### config.mk
export PLATFORM = sky130hd
export DESIGN_NAME = note_sequencer
export DESIGN_NICKNAME = d
export VERILOG_FILES = /design/src/rtl/audio_pkg.sv /design/src/rtl/tick_prescaler.sv /design/src/rtl/note_sequencer.sv
export SDC_FILE = /design/constraint.sdc
export NUM_CORES = 1
export LEC_CHECK = 0
export ABC_AREA = 1
export BUFFER_PORTS_ARGS = -buffer_cell sky130_fd_sc_hd__buf_4
export CAP_MARGIN = 25
export CORE_ASPECT_RATIO = 1.25
export CORE_MARGIN = 2
export CORE_UTILIZATION = 60
export CTS_BUF_LIST = sky130_fd_sc_hd__clkbuf_4 sky130_fd_sc_hd__clkbuf_8
export CTS_CLUSTER_DIAMETER = 100
export DETAILED_ROUTE_END_ITERATION = 16
export GPL_TIMING_DRIVEN = 0
export PLACE_DENSITY = 0.82
export SETUP_SLACK_MARGIN = 0.3
export SLEW_MARGIN = 40
export SYNTH_ARGS = -nofsm -noshare
export SYNTH_HDL_FRONTEND = slang
export SYNTH_SLANG_ARGS = --single-unit
### constraint.sdc
create_clock -name sample_clock -period 20.8 [get_ports sample_clock]
set_input_delay 3.12 -clock sample_clock [delete_from_list [all_inputs] [get_ports sample_clock]]
set_output_delay 3.12 -clock sample_clock [all_outputs]
set_load 0.05 [all_outputs]
### src/rtl/audio_pkg.sv
// Shared definitions for the note sequencer: step-table entry layout and FSM state encoding.
package audio_pkg;

  localparam int ENTRY_W  = 24;
  localparam int INC_W    = 16;
  localparam int INC_MSB  = 23;
  localparam int INC_LSB  = 8;
  localparam int REST_BIT = 7;
  localparam int DUR_W    = 7;

  typedef logic [2:0] state_t;
  localparam state_t ST_IDLE = 3'd0;
  localparam state_t ST_LOAD = 3'd1;
  localparam state_t ST_PLAY = 3'd2;
  localparam state_t ST_GAP  = 3'd3;
  localparam state_t ST_END  = 3'd4;

  typedef struct packed {
    logic [INC_W-1:0] inc;
    logic             rest;
    logic [DUR_W-1:0] dur;
  } entry_t;

  function automatic entry_t unpack_entry(input logic [ENTRY_W-1:0] raw);
    entry_t e;
    e.inc  = raw[INC_MSB:INC_LSB];
    e.rest = raw[REST_BIT];
    e.dur  = raw[DUR_W-1:0];
    return e;
  endfunction

endpackage

### src/rtl/tick_prescaler.sv
// Tempo prescaler: counts 0..tempo_div and flags tick on the terminal count, then wraps.
// A count already beyond a newly lowered tempo_div runs on to 16'hFFFF and wraps naturally.
module tick_prescaler (
  input  logic        sample_clock,
  input  logic        rst,
  input  logic        clr,
  input  logic [15:0] tempo_div,
  output logic        tick
);

  logic [15:0] cnt_q;
  logic [15:0] cnt_d;

  always_comb begin
    tick  = (cnt_q == tempo_div);
    cnt_d = cnt_q + 16'd1;
    if (clr || tick) begin
      cnt_d = '0;
    end
  end

  always_ff @(posedge sample_clock or posedge rst) begin
    if (rst) begin
      cnt_q <= '0;
    end else begin
      cnt_q <= cnt_d;
    end
  end

endmodule

### src/rtl/note_sequencer.sv
// Step-table player driving one voice's pitch_increment and gate at a prescaled tempo.
// Each step: one LOAD cycle, duration ticks of note, one tick of gap so the envelope retriggers.
module note_sequencer
  import audio_pkg::*;
#(
  parameter int STEPS = 16,
  parameter int IDX_W = $clog2(STEPS)
) (
  input  logic               sample_clock,
  input  logic               rst,
  input  logic               wr_en,
  input  logic [IDX_W-1:0]   wr_addr,
  input  logic [ENTRY_W-1:0] wr_data,
  input  logic [15:0]        tempo_div,
  input  logic               loop,
  input  logic               start,
  input  logic               stop,
  output logic [INC_W-1:0]   pitch_increment,
  output logic               gate,
  output logic [IDX_W-1:0]   step_index,
  output logic               busy,
  output logic               done
);

  state_t             state_q, state_d;
  logic [IDX_W-1:0]   index_q, index_d;
  logic [DUR_W-1:0]   remain_q, remain_d;
  logic [INC_W-1:0]   pitch_q, pitch_d;
  logic               gate_q, gate_d;
  logic [ENTRY_W-1:0] tbl_q [STEPS];
  logic [ENTRY_W-1:0] tbl_d [STEPS];

  logic   tick;
  logic   last_step;
  entry_t cur_entry;

  // Holding the count at zero through LOAD makes the first PLAY cycle count 0.
  tick_prescaler u_prescaler (
    .sample_clock (sample_clock),
    .rst          (rst),
    .clr          (state_q == ST_LOAD),
    .tempo_div    (tempo_div),
    .tick         (tick)
  );

  assign cur_entry = unpack_entry(tbl_q[index_q]);
  assign last_step = (index_q == IDX_W'(STEPS - 1));

  always_ff @(posedge sample_clock or posedge rst) begin
    if (rst) begin
      state_q  <= ST_IDLE;
      index_q  <= '0;
      remain_q <= '0;
      pitch_q  <= '0;
      gate_q   <= 1'b0;
      for (int i = 0; i < STEPS; i++) begin
        tbl_q[i] <= '0;
      end
    end else begin
      state_q  <= state_d;
      index_q  <= index_d;
      remain_q <= remain_d;
      pitch_q  <= pitch_d;
      gate_q   <= gate_d;
      tbl_q    <= tbl_d;
    end
  end

  always_comb begin
    state_d = state_q;
    case (state_q)
      ST_IDLE: if (start) state_d = ST_LOAD;
      ST_LOAD: state_d = (cur_entry.dur == '0) ? ST_END : ST_PLAY;
      ST_PLAY: if (tick && remain_q == DUR_W'(1)) state_d = ST_GAP;
      ST_GAP: begin
        if (tick) begin
          state_d = (last_step && !loop) ? ST_END : ST_LOAD;
        end
      end
      ST_END:  state_d = ST_IDLE;
      default: state_d = ST_IDLE;
    endcase
    if (stop) begin
      state_d = ST_IDLE;
    end
  end

  always_comb begin
    index_d  = index_q;
    remain_d = remain_q;
    pitch_d  = pitch_q;
    gate_d   = gate_q;
    tbl_d    = tbl_q;
    // LOAD reads tbl_q, so a same-cycle write to that address lands after the read.
    if (wr_en) begin
      tbl_d[wr_addr] = wr_data;
    end
    case (state_q)
      ST_IDLE: begin
        gate_d = 1'b0;
        if (start) index_d = '0;
      end
      ST_LOAD: begin
        gate_d = 1'b0;
        if (cur_entry.dur != '0) begin
          pitch_d  = cur_entry.inc;
          gate_d   = ~cur_entry.rest;
          remain_d = cur_entry.dur;
        end
      end
      ST_PLAY: begin
        if (tick) begin
          if (remain_q == DUR_W'(1)) gate_d = 1'b0;
          else remain_d = remain_q - DUR_W'(1);
        end
      end
      ST_GAP: begin
        if (tick) begin
          if (!last_step) index_d = index_q + 1'b1;
          else if (loop) index_d = '0;
        end
      end
      default: gate_d = 1'b0;
    endcase
    if (stop) begin
      gate_d = 1'b0;
    end
  end

  always_comb begin
    pitch_increment = pitch_q;
    gate            = gate_q;
    step_index      = index_q;
    busy            = (state_q != ST_IDLE);
    done            = (state_q == ST_END);
  end

endmodule

[After elaboration in Yosys (flattened, before gate mapping)]
Index checks and enable logic that the tools add are counted.
Storage, ports and cells
  flip-flop bits (word level): 431
  bits in latches: 0
  bits in writable memories: 0
  ROM bits: 0
  input bits: 50
  output and inout bits: 23
  logic and storage cells: 94
  memories: 0
Operators by class
  add/sub/neg operators: 3
  $mul: 0
  div/mod/pow operators: 0
  $lt $le $gt $ge: 3
  equal/unequal tests: 19
  shifts and indexed selects: 0
  mux-type cells: 28
  bitwise gates (word level): 3
  reduce and logical (&&, ||, !) cells: 16
Operators with widths (count)
  bitwise mux 384 bit: 1
  binary-select mux 24 bit (select 4 bit): 1
  demux 24 bit (select 4 bit): 1
  two-way mux 24 bit: 3
  two-way mux 7 bit: 3
  two-way mux 3 bit: 6
  inequality test 3 bit, second input constant: 6
  adder 16 x 1 -> 16 bit, second input constant: 1
  == test 16 bit: 1
  two-way mux 16 bit: 1
  two-way mux 4 bit: 4
  case mux 7 bit (2 select lines): 1
  inequality test 2 bit, second input constant: 6
  case mux 3 bit (4 select lines): 1
  >= comparator 5 bit, second input constant: 2
  inverter 4 -> 5 bit: 2
  case mux 4 bit (2 select lines): 1
  AND reduction 4 bit: 2
  == test 7 x 1 -> 1 bit, second input constant: 1
  zero test 7 bit: 1
  nonzero test 7 bit: 1
  subtractor 7 x 1 -> 7 bit, second input constant: 1
  == test 3 x 2 -> 1 bit, second input constant: 2
  AND reduction 3 bit: 2
  15 further kinds: 21

[Logic depth before layout (Yosys ltp)]
  word-level depth: 8
  depth in mapped cells: 16

[Hierarchy]
From an unflattened synthesis, not the netlist that was laid out.
Unflattened totals
  cells, all modules: 2477
  area total of the unflattened synthesis: 19864.1 um^2
Modules (own cells, without submodules)
  note_sequencer: times used 1, cells each 2296, area each 18735.5 um^2, sequential area each 10385.0 um^2
  tick_prescaler: times used 1, cells each 181, area each 1128.6 um^2, sequential area each 400.4 um^2

[Worst setup path after synthesis]
No wires, ideal clock.
  kind: reg-to-output
  from: register state_q[0]
  to: output port done
  data arrival time: 1.488 ns
  required time: 17.680 ns
  setup slack: 16.192 ns
  stages on the path, launching flop included: 2
  buffers on the path: 0
  cells stage by stage: dfrtp_1 > nor3_1
On the way
  longest elaborated chain between the ends: 1
Ends and longest elaborated chain
  from (decl): line note_sequencer.sv:25  | state_t state_q, state_d;
  from (signal assigned): line note_sequencer.sv:60  | state_q <= state_d;
  == test 3 bit: line note_sequencer.sv:135  | done = (state_q == ST_END);
  to (decl): line note_sequencer.sv:22  | output logic done
No other way between the ends.

==> flow_metrics.env <==
export IMPL_path_cells="buf_2 > nand3_1 > nor2_1 > clkbuf_1 > clkbuf_1 > o21ai_0"
export IMPL_area_delta_synth_final_pct=13.2
export IMPL_max_slew_margin_pct=42.0
export IMPL_switching_share_pct=34.9
export IMPL_drc_errors=0
export IMPL_cp_num_buf_inv=3
export IMPL_synth_seq_cells=431
export IMPL_ff2ff_setup_slack_ns=17.81
export IMPL_final_util_pct=68.4
export IMPL_tightest_slew_ns=0.870
export IMPL_initial_core_util_pct=60.4
export IMPL_core_area_sq_um=32500
export IMPL_path_depth=6
export IMPL_routed_wl_microns=61800
export IMPL_ys_flop_type="dfrtp_1"
export IMPL_required_ns=21.24
export IMPL_drt_iter0_drc=2144
export IMPL_numCtsBuffers=66
export IMPL_fin_setup_tns_ns=0
export IMPL_async_flop_share_pct=100
export IMPL_cpPeakStageDelay_ns=0.64
export IMPL_drive_above_1_share_pct=8.81
export IMPL_fin_crit_sh_pct=22.5
export IMPL_path_class="in -> reg"
export IMPL_drv_slew=0
export IMPL_maxCapViolCount=0
export IMPL_insertedDiodeCount=0
export IMPL_cts_max_path_buffers=3
export IMPL_clock_fmax_ghz=0.214
export IMPL_r2r_start="step_index[1]"
export IMPL_cp_max_fo=10
export IMPL_rsz0062_at_grt="false"
export IMPL_ios=73
export IMPL_pwr_share_clk_pct=29.0
export IMPL_final_cell_mix="nand2_1 (550), o21ai_0 (517), dfrtp_1 (431)"
export IMPL_critical_path_top_delay_family="buffers and inverters"
export IMPL_grt_antenna_before_repair=0
export IMPL_hold_path_class="reg -> reg"
export IMPL_finalHoldViolCount=0
export IMPL_rr_endpoint="gate"
export IMPL_portBuffers=71
export IMPL_clockRootBuffer="clkbuf_8"
export IMPL_setup_viol_count_final=0
export IMPL_final_common_cell="nand2_1"
export IMPL_overflow=0
export IMPL_whs_endpoint="tbl_q[333]"
export IMPL_ir_worst_vdd_mv=0.0727
export IMPL_power_density_nw_per_um2=114
export IMPL_pwr_share_seq_pct=44.5
export IMPL_synthCells=2411
export IMPL_routedWlPerCell_microns=20.5
export IMPL_synth_cell_types=29
export IMPL_die_h_microns=206
export IMPL_start_kind="input pin"
export IMPL_gp_congestion=0.982
export IMPL_crit_top_cell="clkbuf_1"
export IMPL_cts_sinks=431
export IMPL_yosysWarnings=0
export IMPL_fin_ws_ns=16.12
export IMPL_p_comb_share_pct=26.5
export IMPL_min_from="tbl_q[333]"
export IMPL_outcome="complete, no violations"
export IMPL_syn_num_nets=2465
export IMPL_synth_seq_area_share_pct=54.9
export IMPL_die_area_sq_um=34200
export IMPL_cp_data_arrival_time_ns=5.11
export IMPL_final_cell_area_sq_um=22200
export IMPL_grt_usage_pct=36.2
export IMPL_power_leakage_nw=10.5
export IMPL_antenna_left=0
export IMPL_synth_cell_area_sq_um=19600
export IMPL_grt_pass1_wl_microns=96700
export IMPL_end_kind="flop"
export IMPL_clock_latency_ns=0.61
export IMPL_vias=18446
export IMPL_cts_resized=0
export IMPL_intPower_mw=1.65
export IMPL_cts_setup_buffers=0
export IMPL_preCtsSetupSlack_ns=15.66
export IMPL_hold_depth=2
export IMPL_synth_edf_count=0
export IMPL_h_tree_depth=3
export IMPL_dp_hpwl_microns=43900
export IMPL_syn_mean_instance_area_sq_um=8.15
export IMPL_first_pass_iters=6
export IMPL_crit_slowest_cell="clkbuf_1"
export IMPL_p_sw_uw=887
export IMPL_grt_pass1_vias=18304
export IMPL_die_w_microns=166
export IMPL_hold_buffers=0
export IMPL_grt_max_degree=87
export IMPL_rows=74
export IMPL_fin_skew_ns=0.0293
export IMPL_final_net_count=2609
export IMPL_avgViaCountPerCell=6.11
export IMPL_reg2regPathDepth=11
export IMPL_place_area_sq_um=20800
export IMPL_layout_min_cycle_time_ns=4.68
export IMPL_cts_tree="yes"
export IMPL_clk_transition_reported_paths_ns=0.06
[stage by stage]
step | hold WS, ns | power [mW] | std cells
3_3_place_gp | 0.456 | 1.76 | 2900
6_report | 0.482 | 2.54 | 3018
2_1_floorplan | 0.442 | 1.57 | 2411
5_1_grt | 0.498 | 2.67 | 3018
4_1_cts | 0.482 | 2.52 | 3018
3_5_place_dp | 0.468 | 1.79 | 2905
[worst max path at each step]
stage                     startpoint         end  slack, ns
after floorplan                  rst        gate       5.68
after global placement           rst  tbl_q[195]       1.64
after detailed placement       wr_en  tbl_q[124]      15.66
after CTS                 state_q[1]        busy      16.20
after global routing           wr_en  tbl_q[150]      16.00
final                          wr_en   tbl_q[96]      16.12
[area by class of cell]
cell class                      instances  area, sq um
Buffer                                183          758
Clock buffer                          108         1360
Clock inverter                          5         30.0
Fill cell                            2595        10300
Inverter                              126          480
Multi-Input combinational cell       1671         7630
Sequential cell                       431        10800
Tap cell                              418          523
Timing Repair Buffer                   76          671
[worst min-delay path, cell delays in order (launching register included)]
cell     delay, ns
dfrtp_1       0.34
nand2_1       0.05
o21ai_0       0.06
[sequential cells by signal (all words and copies together), names as in the netlist]
name / flops
remain_q: 7
tbl_q: 384
u_prescaler.cnt_q: 16
pitch_increment: 16
step_index: 4
gate: 1
state_q: 3
[logic make-up (layout without fill, tap and decap cells)]
family          Yosys count  count (layout)  synth area share, %
simple gates            922             922                 18.2
compound gates          723             723                 19.4
xor+xnor                 22              22                0.981
buf+inv                 309             498                 6.27
flops                   431             431                 54.9
fa+ha+maj                 4               4                0.255
[layer usage]
metal	vias to the layer above	track usage, %	part of all wire [%]
met5	-	0	0
met4	0	22.2	5.7
met3	262	8.46	10
met2	1179	58.3	47
met1	8784	44.9	37
li1	8221	-	-
[cells in the mapped netlist, types with 2 or more instances]
| master | number | area, sq um |
|---|---|---|
| buf_1 | 8 | 30.0 |
| xor2_1 | 22 | 193 |
| o211ai_1 | 12 | 90.1 |
| a21oi_1 | 120 | 601 |
| o22ai_1 | 19 | 119 |
| buf_4 | 4 | 30.0 |
| nor3_1 | 12 | 60.1 |
| o21ai_1 | 20 | 100 |
| clkbuf_1 | 146 | 548 |
| nand2_1 | 550 | 2060 |
| dfrtp_1 | 431 | 10800 |
| ha_1 | 4 | 50.1 |
| buf_2 | 21 | 105 |
| nand2_2 | 2 | 12.5 |
| o221ai_1 | 32 | 280 |
| nand3_1 | 66 | 330 |
| nor2_2 | 3 | 18.8 |
| inv_1 | 123 | 462 |
| nor2_1 | 286 | 1070 |
| o21ai_0 | 517 | 2590 |
| inv_2 | 2 | 7.51 |
| buf_6 | 4 | 45.0 |
[power groups by stage]
stage / logic [mW] / clock network [mW] / registers, mW
finish: 0.673 / 0.738 / 1.13
global route: 0.744 / 0.778 / 1.15
global placement: 0.625 / 0 / 1.13
floorplan: 0.417 / 0 / 1.15
CTS: 0.657 / 0.738 / 1.12
detailed placement: 0.653 / 0 / 1.14
Note: power is estimated with default switching activity, not from simulation.
